File: src/rtl/uart_pkg.sv
// Shared UART definitions: transmitter FSM states and the bit timing
// used by both the transmitter and the receiver.
package uart_pkg;

    // One serial bit lasts this many 50 MHz clock cycles (both directions).
    localparam int UART_CLKS_PER_BIT = 5028;
    // Payload bits carried in one 8N1 frame.
    localparam int UART_DATA_BITS    = 8;
    // Default depth of the transmit byte buffer.
    localparam int UART_FIFO_DEPTH   = 4;

    typedef enum logic [1:0] {
        IDLE  = 2'd0,
        START = 2'd1,
        DATA  = 2'd2,
        STOP  = 2'd3
    } tx_state_t;

    // Width of a counter that must hold values 0..n-1 (at least one bit).
    function automatic int cntWidth(input int n);
        if (n > 1) begin
            return $clog2(n);
        end else begin
            return 1;
        end
    endfunction

endpackage

File: src/rtl/uart_tx_fifo.sv
// Small byte buffer in front of the UART serialiser. Writes are synchronous;
// the head entry is always visible on dout so the serialiser can load it on
// the same edge that it pops. Push is ignored when full, pop when empty.
module uart_tx_fifo
    import uart_pkg::*;
#(
    parameter int DATA_BITS  = UART_DATA_BITS,
    parameter int FIFO_DEPTH = UART_FIFO_DEPTH
) (
    input  logic                         Clock,
    input  logic                         Reset,
    input  logic                         push,
    input  logic                         pop,
    input  logic [DATA_BITS-1:0]         din,
    output logic [DATA_BITS-1:0]         dout,
    output logic                         full,
    output logic                         empty,
    output logic [$clog2(FIFO_DEPTH):0]  count
);

    localparam int PTR_W = $clog2(FIFO_DEPTH);
    localparam int CNT_W = PTR_W + 1;
    localparam logic [CNT_W-1:0] DEPTH_CNT = CNT_W'(FIFO_DEPTH);

    logic [DATA_BITS-1:0] mem_r [FIFO_DEPTH];
    logic [PTR_W-1:0]     wrPtr_r;
    logic [PTR_W-1:0]     rdPtr_r;
    logic [CNT_W-1:0]     count_r;
    logic                 wrEn_s;
    logic                 rdEn_s;

    // Full/empty come straight from the registered count, so space freed by
    // a pop is only offered to the producer from the following cycle.
    assign full   = (count_r == DEPTH_CNT);
    assign empty  = (count_r == CNT_W'(0));
    assign count  = count_r;
    assign dout   = mem_r[rdPtr_r];

    // Qualify requests so a full buffer never overwrites and an empty one never underflows.
    always_comb begin
        wrEn_s = 1'b0;
        rdEn_s = 1'b0;
        if (push && !full) begin
            wrEn_s = 1'b1;
        end else begin
            wrEn_s = 1'b0;
        end
        if (pop && !empty) begin
            rdEn_s = 1'b1;
        end else begin
            rdEn_s = 1'b0;
        end
    end

    // Storage array: no reset needed, stale entries are unreachable once pointers clear.
    always_ff @(posedge Clock) begin
        if (wrEn_s) begin
            mem_r[wrPtr_r] <= din;
        end
    end

    // Pointers wrap naturally because the depth is a power of two.
    always_ff @(posedge Clock or negedge Reset) begin
        if (!Reset) begin
            wrPtr_r <= PTR_W'(0);
            rdPtr_r <= PTR_W'(0);
        end else begin
            if (wrEn_s) begin
                wrPtr_r <= wrPtr_r + PTR_W'(1);
            end
            if (rdEn_s) begin
                rdPtr_r <= rdPtr_r + PTR_W'(1);
            end
        end
    end

    // Occupancy: a simultaneous push and pop leaves the count unchanged.
    always_ff @(posedge Clock or negedge Reset) begin
        if (!Reset) begin
            count_r <= CNT_W'(0);
        end else begin
            case ({wrEn_s, rdEn_s})
                2'b10:   count_r <= count_r + CNT_W'(1);
                2'b01:   count_r <= count_r - CNT_W'(1);
                default: count_r <= count_r;
            endcase
        end
    end

endmodule

File: src/rtl/uart_transmitter.sv
// 8N1 UART transmitter. Bytes are buffered in uart_tx_fifo and serialised
// LSB first as start bit, DATA_BITS payload bits, stop bit, each lasting
// CLKS_PER_BIT clocks. Queued frames follow each other with no idle gap.
// SerialOut comes from a flop that is loaded from the next state, so the
// line changes on exactly the edge on which the FSM changes state.
module uart_transmitter
    import uart_pkg::*;
#(
    parameter int CLKS_PER_BIT = UART_CLKS_PER_BIT,
    parameter int DATA_BITS    = UART_DATA_BITS,
    parameter int FIFO_DEPTH   = UART_FIFO_DEPTH
) (
    input  logic                         Clock,
    input  logic                         Reset,
    input  logic [DATA_BITS-1:0]         TxData,
    input  logic                         TxValid,
    output logic                         TxReady,
    output logic                         SerialOut,
    output logic                         Busy,
    output logic [$clog2(FIFO_DEPTH):0]  FifoCount
);

    localparam int CNT_W = cntWidth(CLKS_PER_BIT);
    localparam int IDX_W = cntWidth(DATA_BITS);
    localparam logic [CNT_W-1:0] LAST_CNT = CNT_W'(CLKS_PER_BIT - 1);
    localparam logic [IDX_W-1:0] LAST_IDX = IDX_W'(DATA_BITS - 1);

    tx_state_t                    state_r;
    tx_state_t                    nextState_s;
    logic [CNT_W-1:0]             bitCnt_r;
    logic [CNT_W-1:0]             bitCntNext_s;
    logic [IDX_W-1:0]             bitIdx_r;
    logic [IDX_W-1:0]             bitIdxNext_s;
    logic [DATA_BITS-1:0]         shift_r;
    logic [DATA_BITS-1:0]         shiftNext_s;
    logic                         serialOut_r;
    logic                         serialNext_s;
    logic                         bitDone_s;

    logic                         fifoPush_s;
    logic                         fifoPop_s;
    logic                         fifoFull_s;
    logic                         fifoEmpty_s;
    logic [DATA_BITS-1:0]         fifoDout_s;
    logic [$clog2(FIFO_DEPTH):0]  fifoCount_s;

    assign fifoPush_s = TxValid && !fifoFull_s;
    assign bitDone_s  = (bitCnt_r == LAST_CNT);

    assign TxReady    = !fifoFull_s;
    assign SerialOut  = serialOut_r;
    assign Busy       = (state_r != IDLE) || !fifoEmpty_s;
    assign FifoCount  = fifoCount_s;

    uart_tx_fifo #(
        .DATA_BITS  (DATA_BITS),
        .FIFO_DEPTH (FIFO_DEPTH)
    ) u_fifo (
        .Clock (Clock),
        .Reset (Reset),
        .push  (fifoPush_s),
        .pop   (fifoPop_s),
        .din   (TxData),
        .dout  (fifoDout_s),
        .full  (fifoFull_s),
        .empty (fifoEmpty_s),
        .count (fifoCount_s)
    );

    // Next-state logic: bit timing, payload shifting and FIFO pops.
    always_comb begin
        nextState_s  = state_r;
        bitCntNext_s = bitCnt_r + CNT_W'(1);
        bitIdxNext_s = bitIdx_r;
        shiftNext_s  = shift_r;
        fifoPop_s    = 1'b0;

        case (state_r)
            IDLE: begin
                bitCntNext_s = CNT_W'(0);
                bitIdxNext_s = IDX_W'(0);
                if (!fifoEmpty_s) begin
                    fifoPop_s   = 1'b1;
                    shiftNext_s = fifoDout_s;
                    nextState_s = START;
                end else begin
                    nextState_s = IDLE;
                end
            end

            START: begin
                if (bitDone_s) begin
                    bitCntNext_s = CNT_W'(0);
                    bitIdxNext_s = IDX_W'(0);
                    nextState_s  = DATA;
                end else begin
                    nextState_s  = START;
                end
            end

            DATA: begin
                if (bitDone_s) begin
                    bitCntNext_s = CNT_W'(0);
                    if (bitIdx_r == LAST_IDX) begin
                        bitIdxNext_s = IDX_W'(0);
                        nextState_s  = STOP;
                    end else begin
                        bitIdxNext_s = bitIdx_r + IDX_W'(1);
                        shiftNext_s  = {1'b0, shift_r[DATA_BITS-1:1]};
                        nextState_s  = DATA;
                    end
                end else begin
                    nextState_s = DATA;
                end
            end

            STOP: begin
                if (bitDone_s) begin
                    bitCntNext_s = CNT_W'(0);
                    bitIdxNext_s = IDX_W'(0);
                    // Chain straight into the next frame when a byte is waiting.
                    if (!fifoEmpty_s) begin
                        fifoPop_s   = 1'b1;
                        shiftNext_s = fifoDout_s;
                        nextState_s = START;
                    end else begin
                        nextState_s = IDLE;
                    end
                end else begin
                    nextState_s = STOP;
                end
            end

            default: begin
                bitCntNext_s = CNT_W'(0);
                bitIdxNext_s = IDX_W'(0);
                nextState_s  = IDLE;
            end
        endcase
    end

    // Line level for the coming cycle, derived from where the FSM is heading.
    always_comb begin
        serialNext_s = 1'b1;
        case (nextState_s)
            START:   serialNext_s = 1'b0;
            DATA:    serialNext_s = shiftNext_s[0];
            STOP:    serialNext_s = 1'b1;
            IDLE:    serialNext_s = 1'b1;
            default: serialNext_s = 1'b1;
        endcase
    end

    // FSM state register; reset abandons any frame in flight.
    always_ff @(posedge Clock or negedge Reset) begin
        if (!Reset) begin
            state_r <= IDLE;
        end else begin
            state_r <= nextState_s;
        end
    end

    // Bit-period counter, bit index and payload shift register.
    always_ff @(posedge Clock or negedge Reset) begin
        if (!Reset) begin
            bitCnt_r <= CNT_W'(0);
            bitIdx_r <= IDX_W'(0);
            shift_r  <= {DATA_BITS{1'b0}};
        end else begin
            bitCnt_r <= bitCntNext_s;
            bitIdx_r <= bitIdxNext_s;
            shift_r  <= shiftNext_s;
        end
    end

    // Glitch-free line driver; returns high as soon as reset asserts.
    always_ff @(posedge Clock or negedge Reset) begin
        if (!Reset) begin
            serialOut_r <= 1'b1;
        end else begin
            serialOut_r <= serialNext_s;
        end
    end

endmodule

File: config.mk
export PLATFORM = sky130hd
export DESIGN_NAME = uart_transmitter
export DESIGN_NICKNAME = d
export VERILOG_FILES = /design/src/rtl/uart_pkg.sv /design/src/rtl/uart_tx_fifo.sv /design/src/rtl/uart_transmitter.sv
export SDC_FILE = /design/constraint.sdc
export NUM_CORES = 1
export LEC_CHECK = 0
export ABC_AREA = 1
export BUFFER_PORTS_ARGS = -buffer_cell sky130_fd_sc_hd__buf_2
export CAP_MARGIN = 20
export CORE_AREA = 2 2 78 95
export DETAILED_ROUTE_END_ITERATION = 7
export DIE_AREA = 0 0 80 97
export PLACE_DENSITY = 0.73
export SLEW_MARGIN = 20
export SYNTH_ARGS = -nofsm -noshare
export SYNTH_HDL_FRONTEND = slang
export SYNTH_HIERARCHICAL = 1
export SYNTH_SLANG_ARGS = --single-unit
export TNS_END_PERCENT = 50
File: constraint.sdc
create_clock -name Clock -period 2.8 [get_ports Clock]
set_clock_uncertainty 0.05 [all_clocks]
set_input_delay 0.14 -clock Clock [delete_from_list [all_inputs] [get_ports Clock]]
set_output_delay 0.14 -clock Clock [all_outputs]
set_load 0.02 [all_outputs]
==> results.md <==
- Vias/cell: 4.97
- Yosys reg bits: 66
- P per Cell Area: 838 nW/um^2
- Largest family of logic cells by synthesized area: simple AND/OR/NAND/NOR gates
- H-tree levels: 3
- Most frequent cells in the layout: 82 x nand2_1, 71 x inv_1, 33 x dfrtp_1, 32 x edfxtp_1, 27 x nor2_1
- Wire length per cell: 12.4 um
- Sequential area share after synthesis: 52.1%
- Max Fclk: 0.395 GHz
- Final Cycle Share: 90.4%
- Syn-to-layout area delta: 14.0%
- Core area: 6770 sq um
- Nets: 442
- Multi-input gate area: 1340 sq um
- FFs w/ async S/R, synth: 51.5%
- Mapped Area: 3480 sq um
- Num rows: 33
- Top Ports: 17
- Leakage: 1.82 nW
- Total global routing overflow: 0
- Adder-Cell Fraction of Synth Area: 5.97%
- Initial DRC Count: 151
- GP Congestion: 0.852
- Worst Setup End Kind: register
- Post-Route Setup TNS: 0 ps
- Hold depth: 5
- Post-route ant nets: 0
- PortBufs: 16
- Synth Area in Compound Gates: 10.0%
- Setup CP Type: register to register
- Share of layout cells above drive strength 1: 14.8%
- Largest net degree at the start of global routing: 35
- Rel. slew slack: 48.0%
- Diodes inserted: 0
- CTS tree: built
- Hold Vio Cnt, Final: 0
- Drt first pass iters: 4
- Post-synth net total: 405
- Commonest register cell after synthesis: dfrtp_1
- Register-to-Register Path Depth: 15
- Clk pin slew, worst setup/hold paths: 80 ps
- Kind of start point of the critical path: register
- Hold Crit Class: input port to register
- Placed Area: 3660 sq um
- Fraction of synthesized area in multiplexers: 0%
- Commonest non-fill, non-tap cell in the layout: nand2_1
- Crit path time final: 2530 ps
- Yosys warns: 6
- Detailed Place HPWL: 4340 um
- Vias in the first global route: 2485
- DR vias: 2522
- Synth Area per Inst: 9.20 sq um
- # setup viols final: 0
- Die W: 80 um
- Maximum VDD drop: 0.000602 V
- # fillers: 596
- Clk buf depth: 2
- Final instance area: 3960 sq um
- DIE HEIGHT: 97 um
- Synth Instances: 378
- Num CTS Buffers: 9
- Clk sinks: 66
- Max_cap viols: 0
- Run status: completed
- DRC: 0
- Worst slew pin tran: 780 ps
- Slew Limit Fails: 0
- Root Buffer: clkbuf_8
- Clock latency on the worst-skew pair: 360 ps
- Drt total wl: 6270 um
- Post-synth EDFFs: 32
- Synth Area in XOR/XNOR: 1.76%
- Seq. cell area: 1810 sq um
- RSZ-0062 raised after global routing: false
- Starting density of the core: 51.3%
- Post-CTS Setup Bufs: 0
- Data required time of the worst path: 3000 ps
- Library cells used by synthesis: 36
- Die Area: 7760 sq um
- Worst path arrival time: 2730 ps
- Crit-path max FO: 6
- Post-Synth Simple-Gate Area: 20.4%
- Overall Global Routing Usage: 18.1%
- First-pass GRT wire length: 11000 um
- Initial antenna violation count: 0
-- per-layer routing --
layer  vias up  part of all wire (%)  global-route usage [%]
li1       1299                     -                       -
met1      1176                    44                    22.5
met2        38                    50                    30.0
met3         9                   4.1                    4.57
met4         0                   1.7                    6.91
met5         -                     0                       0
-- critical path, cell delays in order (launching register included) --
cell and delay, ps:
dfrtp_1 380, ha_2 220, nand2_1 70, nor2_1 170, nand3_4 140, o21ai_4 140
nor3b_2 200, nand2_1 90, inv_1 60, ha_1 150, inv_1 60, fa_1 380
nand2_1 110, nand3_1 80, nand2_1 60, nand2_1 40
-- power by group --
group	total, mW	switching [mW]	internal [mW]	leakage [nW]
clock	0.835	0.409	0.426	0.102
sequential	1.36	0.124	1.23	0.740
combinational	1.13	0.735	0.394	0.975
-- cell type report --
class                           instances  share of cell area [%]
Timing Repair Buffer                   32                    5.62
Multi-Input combinational cell        232                    33.7
Clock buffer                            9                    3.13
Sequential cell                        66                    45.8
Tap cell                               87                    2.75
Inverter                               74                    7.01
Clock inverter                          7                    2.05
-- synth_stat cells, types with 4 or more instances --
library cell	n	area, sq um
nand2_1	82	308
o21ai_0	23	115
a21oi_1	6	30.0
o211ai_1	17	128
nand3_2	4	40.0
dfrtp_1	33	826
edfxtp_1	32	961
nor2_1	27	101
nand2_2	4	25.0
inv_1	71	267
ha_1	15	188
nand3_1	17	85.1
nand4_1	6	37.5
xor2_1	4	35.0
o21a_1	4	30.0
-- logic make-up after synthesis --
logic type | after synthesis
AO/OA/AOI/OAI | 55
XOR/XNOR | 7
buffers and inverters | 80
AND/OR/NAND/NOR | 154
flip-flops | 66
adder cells (fa/ha/maj) | 16
-- flip-flops by register name (all words and copies together), names as in the netlist --
signal          flops
bitCnt_r           13
u_fifo/count        3
u_fifo/rdPtr_r      2
u_fifo/wrPtr_r      2
SerialOut           1
bitIdx_r            3
state_r             2
shift_r             8
u_fifo/mem_r       32
-- metrics by stage --
stage | util [%] | power [mW] | std cells | hold WS (ps) | setup slack, ps
floorplan | - | 2.24 | 378 | -206 | 234
global placement | 54.0 | 2.45 | 482 | 212 | 251
detailed placement | 54.0 | 2.49 | 482 | 225 | 170
CTS | 58.4 | 3.34 | 507 | 117 | 154
global route | 58.5 | 3.58 | 507 | 148 | 47.9
finish | 58.5 | 3.32 | 507 | 120 | 269
-- worst paths after layout --
check / from / to / slack (ps)
max: bitCnt_r[0] / u_fifo/count[2] / 270
min: TxValid / u_fifo/wrPtr_r[1] / 120
max reg2reg: bitCnt_r[0] / u_fifo/count[2] / 270
min reg2reg: bitCnt_r[0] / bitCnt_r[0] / 420
max in group asynchronous: Reset / bitCnt_r[12] / 1860
min in group asynchronous: Reset / bitCnt_r[8] / 350
-- what timing repair did --
item / in CTS / in global routing
endpoints found under the setup margin: 0 / 2
gates resized for setup: 0 / 2
endpoints found under the hold margin: 65 / 0
hold buffers: 9 / 0
No activity file was read; power rests on OpenSTA's default activity.
